<file path="src/rtl/ctx_stack_sequencer.sv">
// Context save/restore sequencer: streams a fixed register-file frame onto the
// core's hardware stack and pops it back in reverse order, aborting on overflow/underflow.
module ctx_stack_sequencer #(
  parameter  int FRAME_WORDS = 10,
  localparam int AW = $clog2(FRAME_WORDS),
  localparam int CW = $clog2(FRAME_WORDS + 1)
) (
  input  logic          clk,
  input  logic          rst_n,
  input  logic          save_req,
  input  logic          restore_req,
  output logic          busy,
  output logic          done,
  output logic          err,
  output logic [1:0]    err_code,
  output logic [CW-1:0] xfer_count,
  output logic [AW-1:0] ctx_raddr,
  input  logic [31:0]   ctx_rdata,
  output logic          ctx_we,
  output logic [AW-1:0] ctx_waddr,
  output logic [31:0]   ctx_wdata,
  output logic          stk_push,
  output logic          stk_pop,
  output logic [31:0]   stk_wdata,
  input  logic [31:0]   stk_rdata,
  input  logic          stk_overflow,
  input  logic          stk_underflow
);

  localparam logic [2:0] ST_IDLE     = 3'd0;
  localparam logic [2:0] ST_SAVE     = 3'd1;
  localparam logic [2:0] ST_SAVE_CHK = 3'd2;
  localparam logic [2:0] ST_REST     = 3'd3;
  localparam logic [2:0] ST_REST_WB  = 3'd4;
  localparam logic [2:0] ST_DONE     = 3'd5;

  localparam logic [1:0] ERR_NONE = 2'b00;
  localparam logic [1:0] ERR_OVF  = 2'b01;
  localparam logic [1:0] ERR_UNF  = 2'b10;

  localparam logic [CW-1:0] LAST_IDX = CW'(FRAME_WORDS - 1);
  localparam logic [CW-1:0] FRAME_CW = CW'(FRAME_WORDS);

  logic [2:0]    state_q, state_d;
  logic [CW-1:0] idx_q, idx_d;
  logic [CW-1:0] xfer_q, xfer_d;
  logic          err_q, err_d;
  logic [1:0]    err_code_q, err_code_d;
  logic [CW-1:0] rest_widx;

  // Pop k returns word FRAME_WORDS-1-k; its data is written one cycle later,
  // when idx has already advanced to k+1.
  assign rest_widx = FRAME_CW - idx_q;

  // NOTE: every signal assigned in this block gets a default first, so no
  // path leaves a value unassigned and no latch is inferred.
  always_comb begin
    state_d    = state_q;
    idx_d      = idx_q;
    xfer_d     = xfer_q;
    err_d      = err_q;
    err_code_d = err_code_q;
    ctx_raddr  = '0;
    ctx_we     = 1'b0;
    ctx_waddr  = '0;
    ctx_wdata  = '0;
    stk_push   = 1'b0;
    stk_pop    = 1'b0;
    stk_wdata  = '0;

    case (state_q)
      ST_IDLE: begin
        if (save_req || restore_req) begin
          idx_d      = '0;
          xfer_d     = '0;
          err_d      = 1'b0;
          err_code_d = ERR_NONE;
          state_d    = save_req ? ST_SAVE : ST_REST;
        end
      end

      ST_SAVE: begin
        ctx_raddr = idx_q[AW-1:0];
        stk_wdata = ctx_rdata;
        stk_push  = !stk_overflow;
        if (stk_overflow) begin
          err_d      = 1'b1;
          err_code_d = ERR_OVF;
          state_d    = ST_DONE;
        end else begin
          // The flag is one cycle late, so only pushes 0..idx-1 are confirmed.
          xfer_d = idx_q;
          if (idx_q == LAST_IDX) state_d = ST_SAVE_CHK;
          else                   idx_d   = idx_q + CW'(1);
        end
      end

      ST_SAVE_CHK: begin
        if (stk_overflow) begin
          err_d      = 1'b1;
          err_code_d = ERR_OVF;
          xfer_d     = LAST_IDX;
        end else begin
          xfer_d = FRAME_CW;
        end
        state_d = ST_DONE;
      end

      ST_REST: begin
        stk_pop = !stk_underflow;
        if (stk_underflow) begin
          err_d      = 1'b1;
          err_code_d = ERR_UNF;
          state_d    = ST_DONE;
        end else begin
          if (idx_q != '0) begin
            ctx_we    = 1'b1;
            ctx_waddr = rest_widx[AW-1:0];
            ctx_wdata = stk_rdata;
            xfer_d    = xfer_q + CW'(1);
          end
          if (idx_q == LAST_IDX) state_d = ST_REST_WB;
          else                   idx_d   = idx_q + CW'(1);
        end
      end

      ST_REST_WB: begin
        if (!stk_underflow) begin
          ctx_we    = 1'b1;
          ctx_waddr = '0;
          ctx_wdata = stk_rdata;
          xfer_d    = xfer_q + CW'(1);
        end else begin
          err_d      = 1'b1;
          err_code_d = ERR_UNF;
        end
        state_d = ST_DONE;
      end

      ST_DONE: state_d = ST_IDLE;

      default: state_d = ST_IDLE;
    endcase
  end

  // NOTE: state flops use non-blocking assignments so every flop samples the
  // pre-edge values computed above, independent of block ordering.
  always_ff @(posedge clk or negedge rst_n) begin
    if (!rst_n) begin
      state_q    <= ST_IDLE;
      idx_q      <= '0;
      xfer_q     <= '0;
      err_q      <= 1'b0;
      err_code_q <= ERR_NONE;
    end else begin
      state_q    <= state_d;
      idx_q      <= idx_d;
      xfer_q     <= xfer_d;
      err_q      <= err_d;
      err_code_q <= err_code_d;
    end
  end

  assign busy       = (state_q == ST_SAVE) || (state_q == ST_SAVE_CHK) ||
                      (state_q == ST_REST) || (state_q == ST_REST_WB);
  assign done       = (state_q == ST_DONE);
  assign err        = err_q;
  assign err_code   = err_code_q;
  assign xfer_count = xfer_q;

endmodule

</file>
<file path="config.mk">
export PLATFORM = sky130hd
export DESIGN_NAME = ctx_stack_sequencer
export DESIGN_NICKNAME = d
export VERILOG_FILES = /design/src/rtl/ctx_stack_sequencer.sv
export SDC_FILE = /design/constraint.sdc
export NUM_CORES = 1
export LEC_CHECK = 0
export BUFFER_PORTS_ARGS = -buffer_cell sky130_fd_sc_hd__clkbuf_2
export CAP_MARGIN = 15
export CORE_MARGIN = 2
export CORE_UTILIZATION = 39
export CTS_BUF_LIST = sky130_fd_sc_hd__clkbuf_8 sky130_fd_sc_hd__clkbuf_16
export DETAILED_ROUTE_END_ITERATION = 10
export GPL_TIMING_DRIVEN = 0
export HOLD_SLACK_MARGIN = 0.08
export PLACE_DENSITY = 0.95
export SLEW_MARGIN = 10
export SYNTH_ARGS = -nofsm -noshare
export SYNTH_HDL_FRONTEND = slang
export SYNTH_SLANG_ARGS = --single-unit
export TNS_END_PERCENT = 5
</file>
<file path="constraint.sdc">
create_clock -name clk -period 3.6 [get_ports clk]
set_clock_uncertainty 0.2 [all_clocks]
set_input_delay 0.72 -clock clk [delete_from_list [all_inputs] [get_ports clk]]
set_output_delay 0.72 -clock clk [all_outputs]
set_load 0.05 [all_outputs]
</file>
==> results of run 1 <==
-- Yosys cell counts, types with 4 or more instances --
cell type | count | area, sq um
and2_1 | 68 | 425
dfrtp_1 | 14 | 350
nor2_1 | 12 | 45.0
inv_1 | 9 | 33.8
a21oi_1 | 7 | 35.0
buf_2 | 7 | 35.0
nand2b_1 | 7 | 43.8
clkbuf_1 | 6 | 22.5
nand2_1 | 6 | 22.5
o21ai_0 | 6 | 30.0
xnor2_1 | 5 | 43.8
ha_1 | 4 | 50.1
-- worst reg2reg max path, stage by stage, from the launching register on --
cell and delay, ns:
dfrtp_1 0.46, inv_1 0.14, ha_1 0.17, or3b_1 0.42, a211oi_2 0.31, nor3_2 0.14
mux2_4 0.31
-- sequential cells by signal, indices dropped and copies added (netlist names) --
name and count:
err 1, err_code 2, idx_q 4, state_q 3, xfer_count 4
-- placed cells by master, fill, tap and decap left out, types with 3 or more instances in the layout --
cell type,Yosys,layout
ha_1,4,4
clkbuf_1,6,6
inv_1,9,9
clkbuf_2,0,153
nor2b_1,3,3
buf_2,7,7
nand2_1,6,6
nand3_1,3,3
a21oi_1,7,7
o21ai_0,6,6
nor3_1,3,3
xnor2_1,5,5
and2_1,68,68
clkbuf_8,0,4
dfrtp_1,14,14
nand2b_1,7,7
nor2_1,12,12
-- where the power goes --
group,leakage (nW),switching (mW),internal [mW]
Sequential,0.180,0.0822,0.234
Clock,0.0288,0.0610,0.0971
Combinational,1.17,1.46,0.575
-- cells by family (layout without fill, tap and decap cells) --
logic type | after synthesis | count (layout) | share of synthesized area [%]
and+or+nand+nor | 113 | 113 | 44.0
AOI/OAI and AO/OA | 34 | 34 | 15.6
buffers and inverters | 23 | 180 | 6.61
DFF | 14 | 14 | 22.6
muxes | 7 | 7 | 5.16
xor gates and xnor gates | 5 | 5 | 2.82
adders and majority gates | 4 | 4 | 3.23
-- metrics by stage --
stage / total power [mW] / util [%] / hold slack [ns]
6_report: 2.51 / 65.1 / 0.170
5_1_grt: 2.65 / 65.1 / 0.196
4_1_cts: 2.50 / 65.0 / 0.183
3_5_place_dp: 2.33 / 63.5 / 0.279
3_3_place_gp: 2.29 / 63.5 / 0.269
2_1_floorplan: 1.89 / - / 0.224
-- worst min-delay path by stage --
stage                     slack, ns   from  endpoint  cells after the start
after floorplan                0.22  rst_n       err                      0
after global placement         0.27    err       err                      1
after detailed placement       0.28    err       err                      1
after CTS                      0.18  rst_n  idx_q[0]                      1
after global routing           0.20  rst_n  idx_q[1]                      1
final                          0.17  rst_n  idx_q[1]                      1
-- final cells by class --
cell class	count	area [sq um]
inverters	9	33.8
clock buffers	4	55.1
flip-flops and latches	14	350
multi-input cells	163	1100
plain buffers	14	68.8
fillers	311	1310
well taps	48	60.1
repair buffers	153	766
-- per-layer routing --
| layer | up-vias | track usage [%] | wire, um |
|---|---|---|---|
| met5 | - | 0 | 0 |
| met1 | 905 | 28.9 | 2120 |
| li1 | 981 | - | - |
| met2 | 120 | 38.9 | 2760 |
| met3 | 14 | 4.05 | 477 |
| met4 | 0 | 10.2 | 113 |
-- repair_timing --
action                                  in CTS  in global routing
setup buffers                                0                  0
gates resized for setup                      0                  1
endpoints found under the setup margin       0                  9
endpoints found under the hold margin        0                  0
==> impl_metrics.toml, run 1 <==
[timing]
max_clock_freq_mhz = 307
layout_setup_ws_ns = 0.347
rsz0062_at_grt = "false"
slew_violations = 0
finalSetupViolCount = 0
worst_pin_slew_ns = 0.554
hold_violations = 0
finalCritPeriodShare_pct = 90.4
post-route-min-period_ns = 3.25
maxSlewHeadroom_pct = 62.9
finalSetupTns_ns = 0

[final_layout]
final_area_sq_um = 2440
num_antenna_cells = 0
areaGrowthSynthToFinish_pct = 57.1
finalNonFillerCells = 405
nNetsFinal = 432
drive_above_1_share_pct = 49.9

[global_routing]
first_global_vias = 1787
grt_max_degree = 15
overflow = 0
track_usage_pct = 23.2
grt_pass1_wl_um = 8180
antenna_found_initial = 0

[critical_path]
crit_path_end = "ctx_wdata[5]"
path_class = "reg -> out"
r2r_end = "xfer_count[1]"
cp-end-kind = "output pin"
critPathBufInv = 3
cpLargestDelayFamily = "buffers and inverters"
slowest_stage = "dfrtp_1"
worstPathMaxFanout = 10
required_ns = 2.68
crit_chain = "inv_1 -> ha_1 -> or3b_1 -> nand2b_1 -> a21oi_2 -> clkbuf_1 -> and2_1 -> clkbuf_2"
ff2ff_setup_slack_ns = 1.33
worstReg2RegStart = "idx_q[0]"
cpPeakStageDelay_ns = 0.47
critPathLaunch = "idx_q[0]"
cp_num_cells = 8
cp.arrival_ns = 2.33
crit_path_start_kind = "flip-flop"
worstRegToRegCells = 6

[yosys]
yosysSeqAreaShare_pct = 22.6
synth_edf_count = 0
synth_ff_type = "dfrtp_1"
synth-seq-cells = 14
netlist_instances = 200
syn_nets = 274
synthesis.area_sq_um = 1550
ys_warn_count = 0
async_reset_ff_share_pct = 100
yosysUniqueCellTypes = 43
syn_avg_cell_area_sq_um = 7.76

[power]
ir_drop_mv = 0.649
power.leakage_nw = 1.38
power-per-cell-area_nw_per_um2 = 1030

[run]
maxCapViolations = 0

[clock_tree]
cts_root_buf = "clkbuf_8"
cts_tree = "built"
cts_sinks = 14
cts.clk_slew.worst_paths_ns = 0.06
cts-buffers-inserted = 3
htreeDepth = 1
cts.hold.buffers_added = 0
cts_buffer_depth = 2
clk_latency_ns = 0.25

[route]
firstDrtPassIters = 4
via_count = 2020
drtIter0Drc = 58
routed_wirelength_um = 5470
drc = 0
ant_nets = 0
via_per_inst = 4.99
wl_per_cell_um = 13.5

[place]
hpwl_um = 4550
gp_congestion = 0.844
portBuffers = 153
place_inst = 401
pre_cts_slack_ns = 0.472
place_area_sq_um = 2380

[floorplanning]
rows = 22
start_util_pct = 41.4
dieArea_sq_um = 4500
core_sq_um = 3740
die_h_um = 67.1
die_x_um = 67.1
num_io_pins = 154

[run_status]
status = "finished clean"

[min_path]
hp-class = "in -> async"
No activity file was read; power rests on OpenSTA's default activity.
==> inputs of run 2 (changes only) <==
--- a/config.mk
+++ b/config.mk
@@ -13,7 +13,7 @@
 export DETAILED_ROUTE_END_ITERATION = 10
 export GPL_TIMING_DRIVEN = 0
 export HOLD_SLACK_MARGIN = 0.08
-export PLACE_DENSITY = 0.95
+export PLACE_DENSITY_LB_ADDON = 0.08
 export SLEW_MARGIN = 10
 export SYNTH_ARGS = -nofsm -noshare
 export SYNTH_HDL_FRONTEND = slang
==> impl_metrics.toml, run 2 (same netlist as run 1, synthesis figures left out) <==
[clock_tree]
htreeDepth = 1
post_cts_resize_count = 0
post_cts_buffers = 0
cts_buffer_depth = 2
cts_root_buf = "clkbuf_8"
cts.hold.buffers_added = 0
cts-buffers-inserted = 3
cts_sinks = 14
cts_tree = "built"
clk_latency_ns = 0.26
cts.clk_slew.worst_paths_ns = 0.07

[final_layout]
num_antenna_cells = 0
multi_input_comb_area_sq_um = 1100
layout_commonest_cell = "clkbuf_2"
final_cell_mix = "clkbuf_2 (153), and2_1 (68), dfrtp_1 (14), nor2_1 (12), inv_1 (9)"
nFillCells = 360
areaGrowthSynthToFinish_pct = 56.8
register_area_sq_um = 350
final_area_sq_um = 2430
drive_above_1_share_pct = 49.6
nNetsFinal = 432

[timing]
rsz0062_at_grt = "false"
finalSetupTns_ns = 0
max_clock_freq_mhz = 305
hold_violations = 0
post-route-min-period_ns = 3.28
finalCritPeriodShare_pct = 91.0
worst_pin_slew_ns = 0.788
maxSlewHeadroom_pct = 47.4
slew_violations = 0
finalSetupViolCount = 0

[place]
place_area_sq_um = 2380
hpwl_um = 4520
portBuffers = 153
gp_congestion = 0.984

[route]
wl_per_cell_um = 13.1
via_per_inst = 4.65
firstDrtPassIters = 4
via_count = 1883
ant_nets = 0
drtIter0Drc = 40
drc = 0
routed_wirelength_um = 5300

[global_routing]
antenna_found_initial = 0
first_global_vias = 1562
track_usage_pct = 21.8
grt_pass1_wl_um = 7450
overflow = 0
grt_max_degree = 15

[min_path]
hp-class = "in -> async"

[run_status]
status = "finished clean"

[power]
ir_drop_mv = 0.707
power-per-cell-area_nw_per_um2 = 1020
power.leakage_nw = 1.38

[floorplanning]
core_sq_um = 3740
num_io_pins = 154
dieArea_sq_um = 4500
rows = 22
die_x_um = 67.1
die_h_um = 67.1
start_util_pct = 41.4

[run]
maxCapViolations = 0

[critical_path]
required_ns = 2.68
cp.arrival_ns = 2.36
worstPathMaxFanout = 10
path_class = "reg -> out"
crit_path_start_kind = "flip-flop"
cp-end-kind = "output pin"
-- run 2: changes by cell type in the layout (fill, tap and decap cells not counted) --
cell / delta
nor3b_1: +1
nor3b_2: -1
-- run 2: per-layer routing --
metal	track usage [%]	routed length, um	up-vias
met4	6.12	129	0
met5	0	0	-
met2	40.5	2820	74
li1	-	-	983
met3	3.72	362	9
met1	25.4	1980	817
-- run 2: layout make-up --
class / count / area share [%]
Sequential cell: 14 / 14.4
Timing Repair Buffer: 153 / 31.5
Clock buffer: 4 / 2.26
Buffer: 14 / 2.83
Multi-Input combinational cell: 163 / 45.2
Inverter: 9 / 1.39
Tap cell: 48 / 2.47
-- run 2: path summary, 6_finish.rpt --
check                                  from            end  slack [ns]  cells after the start
worst max-delay path               idx_q[0]   ctx_wdata[5]        0.32                      8
worst min-delay path                  rst_n    err_code[1]        0.17                      1
worst max register to register     idx_q[0]  xfer_count[1]        1.32                      6
worst min register to register  err_code[0]    err_code[0]        0.29                      1
max in group asynchronous             rst_n     state_q[0]        2.74                      1
min in group clk                err_code[0]    err_code[0]        0.29                      1
-- run 2: critical path, cell delays in order, from the launching register on --
cell      delay (ns)
dfrtp_1         0.47
inv_1           0.13
ha_1            0.23
or3b_1          0.23
nand2b_1        0.09
a21oi_2         0.22
clkbuf_1        0.28
and2_1          0.17
clkbuf_2        0.28
-- run 2: power breakdown --
| group | internal, mW | switching (mW) |
|---|---|---|
| combinational | 0.573 | 1.44 |
| clock | 0.0972 | 0.0644 |
| sequential | 0.234 | 0.0784 |
-- run 2: stage by stage --
| stage | total power, mW | hold WS, ns | util [%] | std cells | setup slack, ns |
|---|---|---|---|---|---|
| CTS | 2.50 | 0.179 | 65.0 | 405 | 0.300 |
| finish | 2.49 | 0.170 | 65.0 | 405 | 0.323 |
| global placement | 2.32 | 0.272 | 63.5 | 401 | 0.586 |
| detailed placement | 2.33 | 0.280 | 63.5 | 401 | 0.576 |
| global route | 2.65 | 0.194 | 65.0 | 405 | 0.0723 |
| floorplan | 1.89 | 0.224 | - | 200 | 0.310 |
